### src/rtl/nanorv32_mem_arbiter_if.sv
// CPU-side code/data request-acknowledge bundle for nanorv32_mem_arbiter.
// master = core side, slave = memory responder side.
interface nanorv32_mem_arbiter_if;

    logic        cpu_codemem_req;
    logic [31:0] cpu_codemem_addr;
    logic        codemem_cpu_ack;
    logic [31:0] codemem_cpu_rdata;

    logic        cpu_datamem_req;
    logic [31:0] cpu_datamem_addr;
    logic [31:0] cpu_datamem_wdata;
    logic [3:0]  cpu_datamem_bytesel;
    logic        datamem_cpu_ack;
    logic [31:0] datamem_cpu_rdata;

    modport master (
        output cpu_codemem_req,
        output cpu_codemem_addr,
        input  codemem_cpu_ack,
        input  codemem_cpu_rdata,
        output cpu_datamem_req,
        output cpu_datamem_addr,
        output cpu_datamem_wdata,
        output cpu_datamem_bytesel,
        input  datamem_cpu_ack,
        input  datamem_cpu_rdata
    );

    modport slave (
        input  cpu_codemem_req,
        input  cpu_codemem_addr,
        output codemem_cpu_ack,
        output codemem_cpu_rdata,
        input  cpu_datamem_req,
        input  cpu_datamem_addr,
        input  cpu_datamem_wdata,
        input  cpu_datamem_bytesel,
        output datamem_cpu_ack,
        output datamem_cpu_rdata
    );

endinterface

### src/rtl/nanorv32_mem_arbiter.sv
// Serves nanorv32 code and data ports from one synchronous byte-write RAM.
// Define NANORV32_ARB_RR_EN for round-robin arbitration (default: data wins).
module nanorv32_mem_arbiter #(
    parameter int         AW   = 15,
    parameter logic [3:0] BASE = 4'h0
) (
    input  logic                   clk,
    input  logic                   rst,
    nanorv32_mem_arbiter_if.slave  cpu,
    output logic [AW-3:0]          ram_addr,
    output logic [3:0]             ram_we,
    output logic [31:0]            ram_din,
    input  logic [31:0]            ram_dout
);

    localparam logic [1:0] IDLE    = 2'd0;
    localparam logic [1:0] RD_CODE = 2'd1;
    localparam logic [1:0] RD_DATA = 2'd2;
    localparam logic [1:0] RD_NULL = 2'd3;

    logic [1:0] state_q;
    logic [1:0] state_d;
    logic       null_data_q;
    logic       null_data_d;

    logic       code_req;
    logic       data_req;
    logic       code_win;
    logic       data_win;
    logic       is_store;
    logic       prefer_data;
    logic       grant_code;
    logic       grant_data;

    assign code_req = cpu.cpu_codemem_req;
    assign data_req = cpu.cpu_datamem_req;
    assign code_win = (cpu.cpu_codemem_addr[31:28] == BASE);
    assign data_win = (cpu.cpu_datamem_addr[31:28] == BASE);
    assign is_store = (cpu.cpu_datamem_bytesel != 4'b0000);
    assign ram_din  = cpu.cpu_datamem_wdata;

`ifdef NANORV32_ARB_RR_EN
    // last_grant_q: 1 = data port was granted last, 0 = code port
    logic last_grant_q;
    logic last_grant_d;

    assign prefer_data = ~last_grant_q;

    always_comb begin
        last_grant_d = last_grant_q;
        if (grant_data) begin
            last_grant_d = 1'b1;
        end else if (grant_code) begin
            last_grant_d = 1'b0;
        end
    end

    always_ff @(posedge clk) begin
        if (rst) begin
            last_grant_q <= 1'b0;
        end else begin
            last_grant_q <= last_grant_d;
        end
    end
`else
    assign prefer_data = 1'b1;
`endif

    always_comb begin
        grant_data = 1'b0;
        grant_code = 1'b0;
        if (!rst && (state_q == IDLE)) begin
            grant_data = data_req & (~code_req | prefer_data);
            grant_code = code_req & ~grant_data;
        end
    end

    always_comb begin
        state_d               = state_q;
        null_data_d           = null_data_q;
        ram_addr              = '0;
        ram_we                = 4'b0000;
        cpu.codemem_cpu_ack   = 1'b0;
        cpu.codemem_cpu_rdata = 32'h0;
        cpu.datamem_cpu_ack   = 1'b0;
        cpu.datamem_cpu_rdata = 32'h0;
        unique case (state_q)
            IDLE: begin
                if (grant_data) begin
                    ram_addr = cpu.cpu_datamem_addr[AW-1:2];
                    if (is_store) begin
                        // stores complete in the grant cycle
                        cpu.datamem_cpu_ack = 1'b1;
                        if (data_win) begin
                            ram_we = cpu.cpu_datamem_bytesel;
                        end
                    end else begin
                        state_d     = data_win ? RD_DATA : RD_NULL;
                        null_data_d = 1'b1;
                    end
                end else if (grant_code) begin
                    ram_addr    = cpu.cpu_codemem_addr[AW-1:2];
                    state_d     = code_win ? RD_CODE : RD_NULL;
                    null_data_d = 1'b0;
                end
            end
            RD_CODE: begin
                state_d = IDLE;
                if (!rst) begin
                    cpu.codemem_cpu_ack   = 1'b1;
                    cpu.codemem_cpu_rdata = ram_dout;
                end
            end
            RD_DATA: begin
                state_d = IDLE;
                if (!rst) begin
                    cpu.datamem_cpu_ack   = 1'b1;
                    cpu.datamem_cpu_rdata = ram_dout;
                end
            end
            RD_NULL: begin
                state_d = IDLE;
                if (!rst) begin
                    cpu.datamem_cpu_ack = null_data_q;
                    cpu.codemem_cpu_ack = ~null_data_q;
                end
            end
            default: begin
                state_d = IDLE;
            end
        endcase
    end

    always_ff @(posedge clk) begin
        if (rst) begin
            state_q     <= IDLE;
            null_data_q <= 1'b0;
        end else begin
            state_q     <= state_d;
            null_data_q <= null_data_d;
        end
    end

    logic unused_addr_bits;
    assign unused_addr_bits = ^{cpu.cpu_codemem_addr[27:AW],
                                cpu.cpu_codemem_addr[1:0],
                                cpu.cpu_datamem_addr[27:AW],
                                cpu.cpu_datamem_addr[1:0]};

endmodule
### src/flat_wrapper.sv
// flat-port wrapper written by rule: the top's interface ports become plain ports
module nanorv32_mem_arbiter_flat 
#(
    parameter int         AW   = 15,
    parameter logic [3:0] BASE = 4'h0
)
  (clk, rst, ram_addr, ram_we, ram_din, ram_dout, cpu_cpu_codemem_req, cpu_cpu_codemem_addr, cpu_codemem_cpu_ack, cpu_codemem_cpu_rdata, cpu_cpu_datamem_req, cpu_cpu_datamem_addr, cpu_cpu_datamem_wdata, cpu_cpu_datamem_bytesel, cpu_datamem_cpu_ack, cpu_datamem_cpu_rdata);
  nanorv32_mem_arbiter_if cpu_i ();
  input  logic clk;
  input  logic rst;
  output logic [AW-3:0] ram_addr;
  output logic [3:0] ram_we;
  output logic [31:0] ram_din;
  input  logic [31:0] ram_dout;
  input wire logic [$bits(cpu_i.cpu_codemem_req)-1:0] cpu_cpu_codemem_req;
  input wire logic [$bits(cpu_i.cpu_codemem_addr)-1:0] cpu_cpu_codemem_addr;
  output wire logic [$bits(cpu_i.codemem_cpu_ack)-1:0] cpu_codemem_cpu_ack;
  output wire logic [$bits(cpu_i.codemem_cpu_rdata)-1:0] cpu_codemem_cpu_rdata;
  input wire logic [$bits(cpu_i.cpu_datamem_req)-1:0] cpu_cpu_datamem_req;
  input wire logic [$bits(cpu_i.cpu_datamem_addr)-1:0] cpu_cpu_datamem_addr;
  input wire logic [$bits(cpu_i.cpu_datamem_wdata)-1:0] cpu_cpu_datamem_wdata;
  input wire logic [$bits(cpu_i.cpu_datamem_bytesel)-1:0] cpu_cpu_datamem_bytesel;
  output wire logic [$bits(cpu_i.datamem_cpu_ack)-1:0] cpu_datamem_cpu_ack;
  output wire logic [$bits(cpu_i.datamem_cpu_rdata)-1:0] cpu_datamem_cpu_rdata;
  assign cpu_i.cpu_codemem_req = cpu_cpu_codemem_req;
  assign cpu_i.cpu_codemem_addr = cpu_cpu_codemem_addr;
  assign cpu_codemem_cpu_ack = cpu_i.codemem_cpu_ack;
  assign cpu_codemem_cpu_rdata = cpu_i.codemem_cpu_rdata;
  assign cpu_i.cpu_datamem_req = cpu_cpu_datamem_req;
  assign cpu_i.cpu_datamem_addr = cpu_cpu_datamem_addr;
  assign cpu_i.cpu_datamem_wdata = cpu_cpu_datamem_wdata;
  assign cpu_i.cpu_datamem_bytesel = cpu_cpu_datamem_bytesel;
  assign cpu_datamem_cpu_ack = cpu_i.datamem_cpu_ack;
  assign cpu_datamem_cpu_rdata = cpu_i.datamem_cpu_rdata;
  nanorv32_mem_arbiter #(.AW(AW), .BASE(BASE)) u_core (.clk(clk), .rst(rst), .cpu(cpu_i), .ram_addr(ram_addr), .ram_we(ram_we), .ram_din(ram_din), .ram_dout(ram_dout));
endmodule
### config.mk
export PLATFORM = sky130hd
export DESIGN_NAME = nanorv32_mem_arbiter_flat
export DESIGN_NICKNAME = d
export VERILOG_FILES = /design/src/rtl/nanorv32_mem_arbiter_if.sv /design/src/rtl/nanorv32_mem_arbiter.sv /design/src/flat_wrapper.sv
export SDC_FILE = /design/constraint.sdc
export NUM_CORES = 1
export LEC_CHECK = 0
export CAP_MARGIN = 0
export CORE_AREA = 4 4 96 98
export DETAILED_ROUTE_END_ITERATION = 8
export DIE_AREA = 0 0 100 102
export HOLD_SLACK_MARGIN = 0.15
export PLACE_DENSITY = 0.66
export SETUP_SLACK_MARGIN = 0.2
export SYNTH_ARGS = -nofsm -noshare
export SYNTH_HDL_FRONTEND = slang
export SYNTH_SLANG_ARGS = --single-unit
### constraint.sdc
create_clock -name clk -period 1.1 [get_ports clk]
set_input_delay 0.11 -clock clk [delete_from_list [all_inputs] [get_ports clk]]
set_output_delay 0.11 -clock clk [all_outputs]
set_load 0.05 [all_outputs]
; Word level (Yosys, flattened, before mapping)
; Cells that the tools add are included.
[word_totals]
inputBits = 136
reg_bits = 3
[op_classes]
n_reduce_logical = 10
bitwise_logic = 3
n_mux = 28
eq_ne = 6
[op_table]
columns = op, count
row1 = 2-to-1 mux 32 bit, 3
row2 = 2-to-1 mux 13 bit, 3
row3 = 2-to-1 mux 4 bit, 4
row4 = 2-to-1 mux 1 bit, 11
row5 = zero test 4 bit, 2
row6 = 2-to-1 mux 2 bit, 4
row7 = == test 2 bit (second input constant), 2
row8 = case mux 2 bit (2 select lines), 1
row9 = nonzero test 4 bit, 1
row10 = inequality test 3 x 1 -> 1 bit (second input constant), 1
row11 = inequality test 3 bit (second input constant), 1
row12 = case mux 1 bit (3 select lines), 1
row13 = AND reduction 3 bit, 1
row14 = OR reduction 3 bit, 1
row15 = == test 2 x 1 -> 1 bit (second input constant), 1
row16 = zero test 2 bit, 1
row17 = inequality test 2 bit (second input constant), 1
row18 = NOT 1 bit, 2
row19 = case mux 1 bit (2 select lines), 1
row20 = AND reduction 2 bit, 1
row21 = nonzero test 2 bit, 1
row22 = bitwise AND 1 bit, 1
row23 = logical AND 1 bit, 1
row24 = zero test 1 bit, 1

; Depth between registers and ports, before layout
[logic_depth]
depth_word = 6
ltp_mapped = 5

; Worst setup path before layout
; OpenSTA, ideal clock, no wires.
[synth_timing]
kind = reg-to-output
start = reg u_core.state_q[0]
end = out cpu_datamem_cpu_ack
path_stages_with_launch = 4
setup_slack_ps = -736
path_buffers = 0
t_arrival_ps = 1726
cell_sequence = dfxtp_1 > nor3_2 > nand2_1 > o21ai_0
[synth_via]
elab_chain_cells = 5
word_cells_on_any_way = 7
classes_between = 2 x eq/ne / 3 x mux / 2 x reduce/logical
[synth_rtl]
columns = element, line
row1 = start: declaration, nanorv32_mem_arbiter.sv:21  ; logic [1:0] state_q;
row2 = start signal: assignment, nanorv32_mem_arbiter.sv:139  ; state_q <= state_d;
row3 = zero test 2 bit, "nanorv32_mem_arbiter.sv:72, nanorv32_mem_arbiter.sv:87"
row4 = logical AND 1 bit, nanorv32_mem_arbiter.sv:72  ; if (!rst && (state_q == IDLE)) begin
row5 = 2-to-1 mux 1 bit, nanorv32_mem_arbiter.sv:72
row6 = 2-to-1 mux 1 bit, nanorv32_mem_arbiter.sv:89  ; if (grant_data) begin
row7 = case mux 1 bit (3 select lines) (*), nanorv32_mem_arbiter.sv:87  ; unique case (state_q)
row8 = end: declaration, flat_wrapper.sv:23  ; output wire logic [$bits(cpu_i.datamem_cpu_ack)-1:0] cpu_datamem_cpu_ack;
; Mark *: on every way between the ends. The rest lies on a longest branch, timed or not.

; Worst setup path after layout
[layout_timing]
start = reg u_core.state_q[1]
end = out ram_addr[10]
[layout_via]
elab_chain_cells = 6
word_cells_on_any_way = 7
classes_between = 5 x mux / 2 x reduce/logical
[layout_rtl]
columns = element, line
row1 = zero test 2 bit (*), "nanorv32_mem_arbiter.sv:72, nanorv32_mem_arbiter.sv:87"
row2 = logical AND 1 bit, nanorv32_mem_arbiter.sv:72
row3 = 2-to-1 mux 1 bit, nanorv32_mem_arbiter.sv:72
row4 = 2-to-1 mux 13 bit, nanorv32_mem_arbiter.sv:101  ; end else if (grant_code) begin
row5 = 2-to-1 mux 13 bit, nanorv32_mem_arbiter.sv:89
row6 = 2-to-1 mux 13 bit (*), nanorv32_mem_arbiter.sv:87
row7 = end: declaration, flat_wrapper.sv:11  ; output logic [AW-3:0] ram_addr;
; Marks and branches as above.

==> results.py <==
metrics = {
    "setup_path": {
        "cp.arrival_ps": 1390,
        "critical-path-max-stage-delay_ps": 370,
        "reg2reg_depth": 5,
        "r2r-end": "u_core.null_data_q",
        "startpoint": "u_core.state_q[1]",
        "reg2reg_from": "u_core.state_q[0]",
        "required_ps": 990,
        "cpMaxStageDelayCell": "dfxtp_2",
        "worstSetupPathType": "register to primary output",
        "reg2reg_slack_ps": 10,
        "endpoint": "ram_addr[10]",
        "worstPathCellList": "nor3_4, and2_4, clkbuf_16, a22o_4, buf_12",
        "crit_path_end_kind": "primary output",
        "path_max_fanout": 8,
        "startpoint_type": "register",
    },
    "power_and_ir_drop": {
        "swShare_pct": 41.3,
        "powerDensity_nw_per_um2": 440,
        "p_int_mw": 1.19,
        "clkPwrFrac_pct": 15.6,
        "combPwrFrac_pct": 78.4,
        "power_leakage_nw": 1.71,
        "p_switching_mw": 0.834,
        "p_total_mw": 2.02,
        "seqPwrFrac_pct": 6.0,
        "vdd_drop_max_uv": 313,
    },
    "synthesis": {
        "synth_top_area_cell": "nor2_1",
        "synth_edf_count": 0,
        "ys_top_cells_by_count": "nor2_1, nand2_1, buf_4",
        "synth-compound-area-share_pct": 16.2,
        "synth_nets": 321,
        "synthFlopType": "dfxtp_1",
        "synth_top_family_by_area": "simple AND/OR/NAND/NOR gates",
        "syn_area_per_cell_um2": 5.55,
        "synth.most_common_cell": "nor2_1",
        "syn_area_um2": 1030,
        "synthTopCellsByArea": "nor2_1, buf_4, nand2_1, a22o_1, dfxtp_1",
        "syn_inst": 185,
        "ys_warn_count": 0,
        "async_flop_share_pct": 0,
        "yosys.area_share.xor_xnor_pct": 0,
        "ys_types": 26,
        "synth_top_area_share_pct": 24.5,
        "yosysSeqAreaShare_pct": 5.85,
        "muxShareOfSynthArea_pct": 0,
        "synth_seq_cells": 3,
        "synth-adder-area-share_pct": 0,
        "yosys.area_share.simple_pct": 47.1,
    },
    "clock_tree": {
        "cts-root-buf": "clkbuf_8",
        "numCtsBuffers": 3,
        "insertion_delay_ps": 210,
        "cts.sinks": 3,
        "htreeDepth": 1,
        "cts_tree": "done",
        "path_clk_slew_ps": 30,
        "cts_hold_buffers": 0,
        "cts_buffer_depth": 2,
    },
    "layout": {
        "nNetsFinal": 475,
        "drive_gt1_share_pct": 73.1,
        "fillCellCount": 711,
        "post-route-util_pct": 54.3,
        "antenna_cells": 0,
        "seqCellArea_um2": 63.8,
        "multi_input_area_um2": 1380,
        "synthToLayoutAreaGrowth_pct": 348,
    },
    "route": {
        "route.detailed.wl_per_inst_um": 14.5,
        "drt_iter0_drc": 11,
        "vias_per_cell": 4.16,
        "ant_nets": 0,
        "firstDrtPassIters": 4,
        "routed_wirelength_um": 6490,
        "drc_errors": 0,
        "num_vias": 1854,
    },
    "floorplan": {
        "coreArea_um2": 8470,
        "die-area_um2": 10200,
        "start_util_pct": 12.1,
        "die_y_um": 102,
        "boundaryPins": 251,
        "rows": 34,
        "die_x_um": 100,
    },
    "global_routing": {
        "grt_pass1_vias": 1869,
        "grt-ovfl-total": 0,
        "grt_max_degree": 18,
        "antenna_found_initial": 0,
        "groute.usage.overall_pct": 11.7,
        "grt_pass1_wl_um": 9560,
    },
    "placed_design": {
        "io_buffers": 156,
        "hpwlAfterDp_um": 5320,
        "gp_congestion": 0.829,
    },
    "timing": {
        "hold_viol_final": 0,
        "finClkSkew_ps": 0.476,
        "slew_violations": 0,
        "min_period_ps": 1500,
        "fin_crit_sh_pct": 137,
        "worst_pin_slew_ps": 274,
        "setup_ws_ps": -403,
        "setup_viol": 83,
        "tns_ps": -25480,
        "fmax_mhz": 665,
        "grt_setup_unrepaired": "yes",
        "slew_headroom_pct": 81.6,
    },
    "run_status": {
        "status": "complete, but fails checks",
        "violations": "negative setup slack",
    },
    "run": {
        "max-cap-violations": 0,
    },
    "worst_hold_path": {
        "hold_path.class": "input pin to primary output",
    },
}
[metal layers]
| metal | track usage (%) | share of wire, % | vias up |
|---|---|---|---|
| li1 | - | - | 873 |
| met1 | 12.0 | 34 | 842 |
| met2 | 22.3 | 52 | 129 |
| met3 | 4.85 | 13 | 10 |
| met4 | 2.80 | 0.97 | 0 |
| met5 | 0 | 0 | - |
[worst min-delay path by stage]
| stage | slack [ps] | startpoint | depth (start not counted) | end |
|---|---|---|---|---|
| after floorplan | 190 | rst | 1 | u_core.null_data_q |
| final | 220 | cpu_cpu_datamem_wdata[22] | 0 | ram_din[22] |
| after detailed placement | 220 | cpu_cpu_datamem_wdata[0] | 0 | ram_din[0] |
| after global routing | 220 | cpu_cpu_datamem_wdata[22] | 0 | ram_din[22] |
| after CTS | 220 | cpu_cpu_datamem_wdata[0] | 0 | ram_din[0] |
| after global placement | 220 | cpu_cpu_datamem_wdata[0] | 0 | ram_din[0] |
[cells by family after synthesis]
kind of cell           count (synthesis)
buffers and inverters                 47
flip-flops                             3
AO/OA/AOI/OAI                         21
AND/OR/NAND/NOR                      114
[metrics by stage]
| step | instances | cell area, µm² | worst slack, ps | hold WS [ps] |
|---|---|---|---|---|
| after floorplan | 185 | 1560 | -230 | 187 |
| after global placement | 432 | 4110 | -506 | 220 |
| after detailed placement | 432 | 4110 | -521 | 220 |
| after CTS | 440 | 4470 | -439 | 220 |
| after global routing | 446 | 4600 | -468 | 220 |
| final | 446 | 4600 | -403 | 220 |
[final cells by class]
class / instances / area share, %
inverters: 2 / 0.381
repair buffers: 194 / 64.4
clock buffers: 4 / 0.980
well taps: 108 / 2.94
flip-flops and latches: 3 / 1.39
multi-input cells: 135 / 29.9
[registers in the layout (all words and copies together), names as in the netlist]
register,count
u_core.null_data_q,1
u_core.state_q,2
[worst max-delay path: cells and delay by family, from the launching register on]
family / cells / cell delay [ps]
simple gates: 2 / 240
buf+inv: 2 / 300
compound gates: 1 / 260
flops: 1 / 370
[cell usage in the layout (no fill, tap or decap), drive strengths merged]
cell type and n:
a2111oi 1, a211oi 1, a21oi 2, a22o 13, and2 2, and3 4, buf 120, clkbuf 7
clkdlybuf4s50 63, dfxtp 3, dlygate4sd2 3, dlymetal6s2s 5, inv 2, nand2 34, nand2b 1, nor2 67
nor2b 1, nor3 1, nor4 2, o211ai 1, o21ai 2, o21bai 1, or2b 1, or4 1
[power by group through the flow]
stage	sequential, mW	combinational (mW)	clock [mW]
CTS	0.120	1.55	0.328
detailed placement	0.120	1.42	0
finish	0.120	1.58	0.316
global placement	0.120	1.40	0
floorplan	0.121	0.936	0
global route	0.121	1.65	0.343
[timing repair]
action	CTS	global route
pin swaps	12	11
hold endpoints to repair	0	0
setup buffers	1	5
setup endpoints to repair	86	86
gates cloned	3	1
gates resized for setup	68	20
Power figures use the tool's default switching activity.
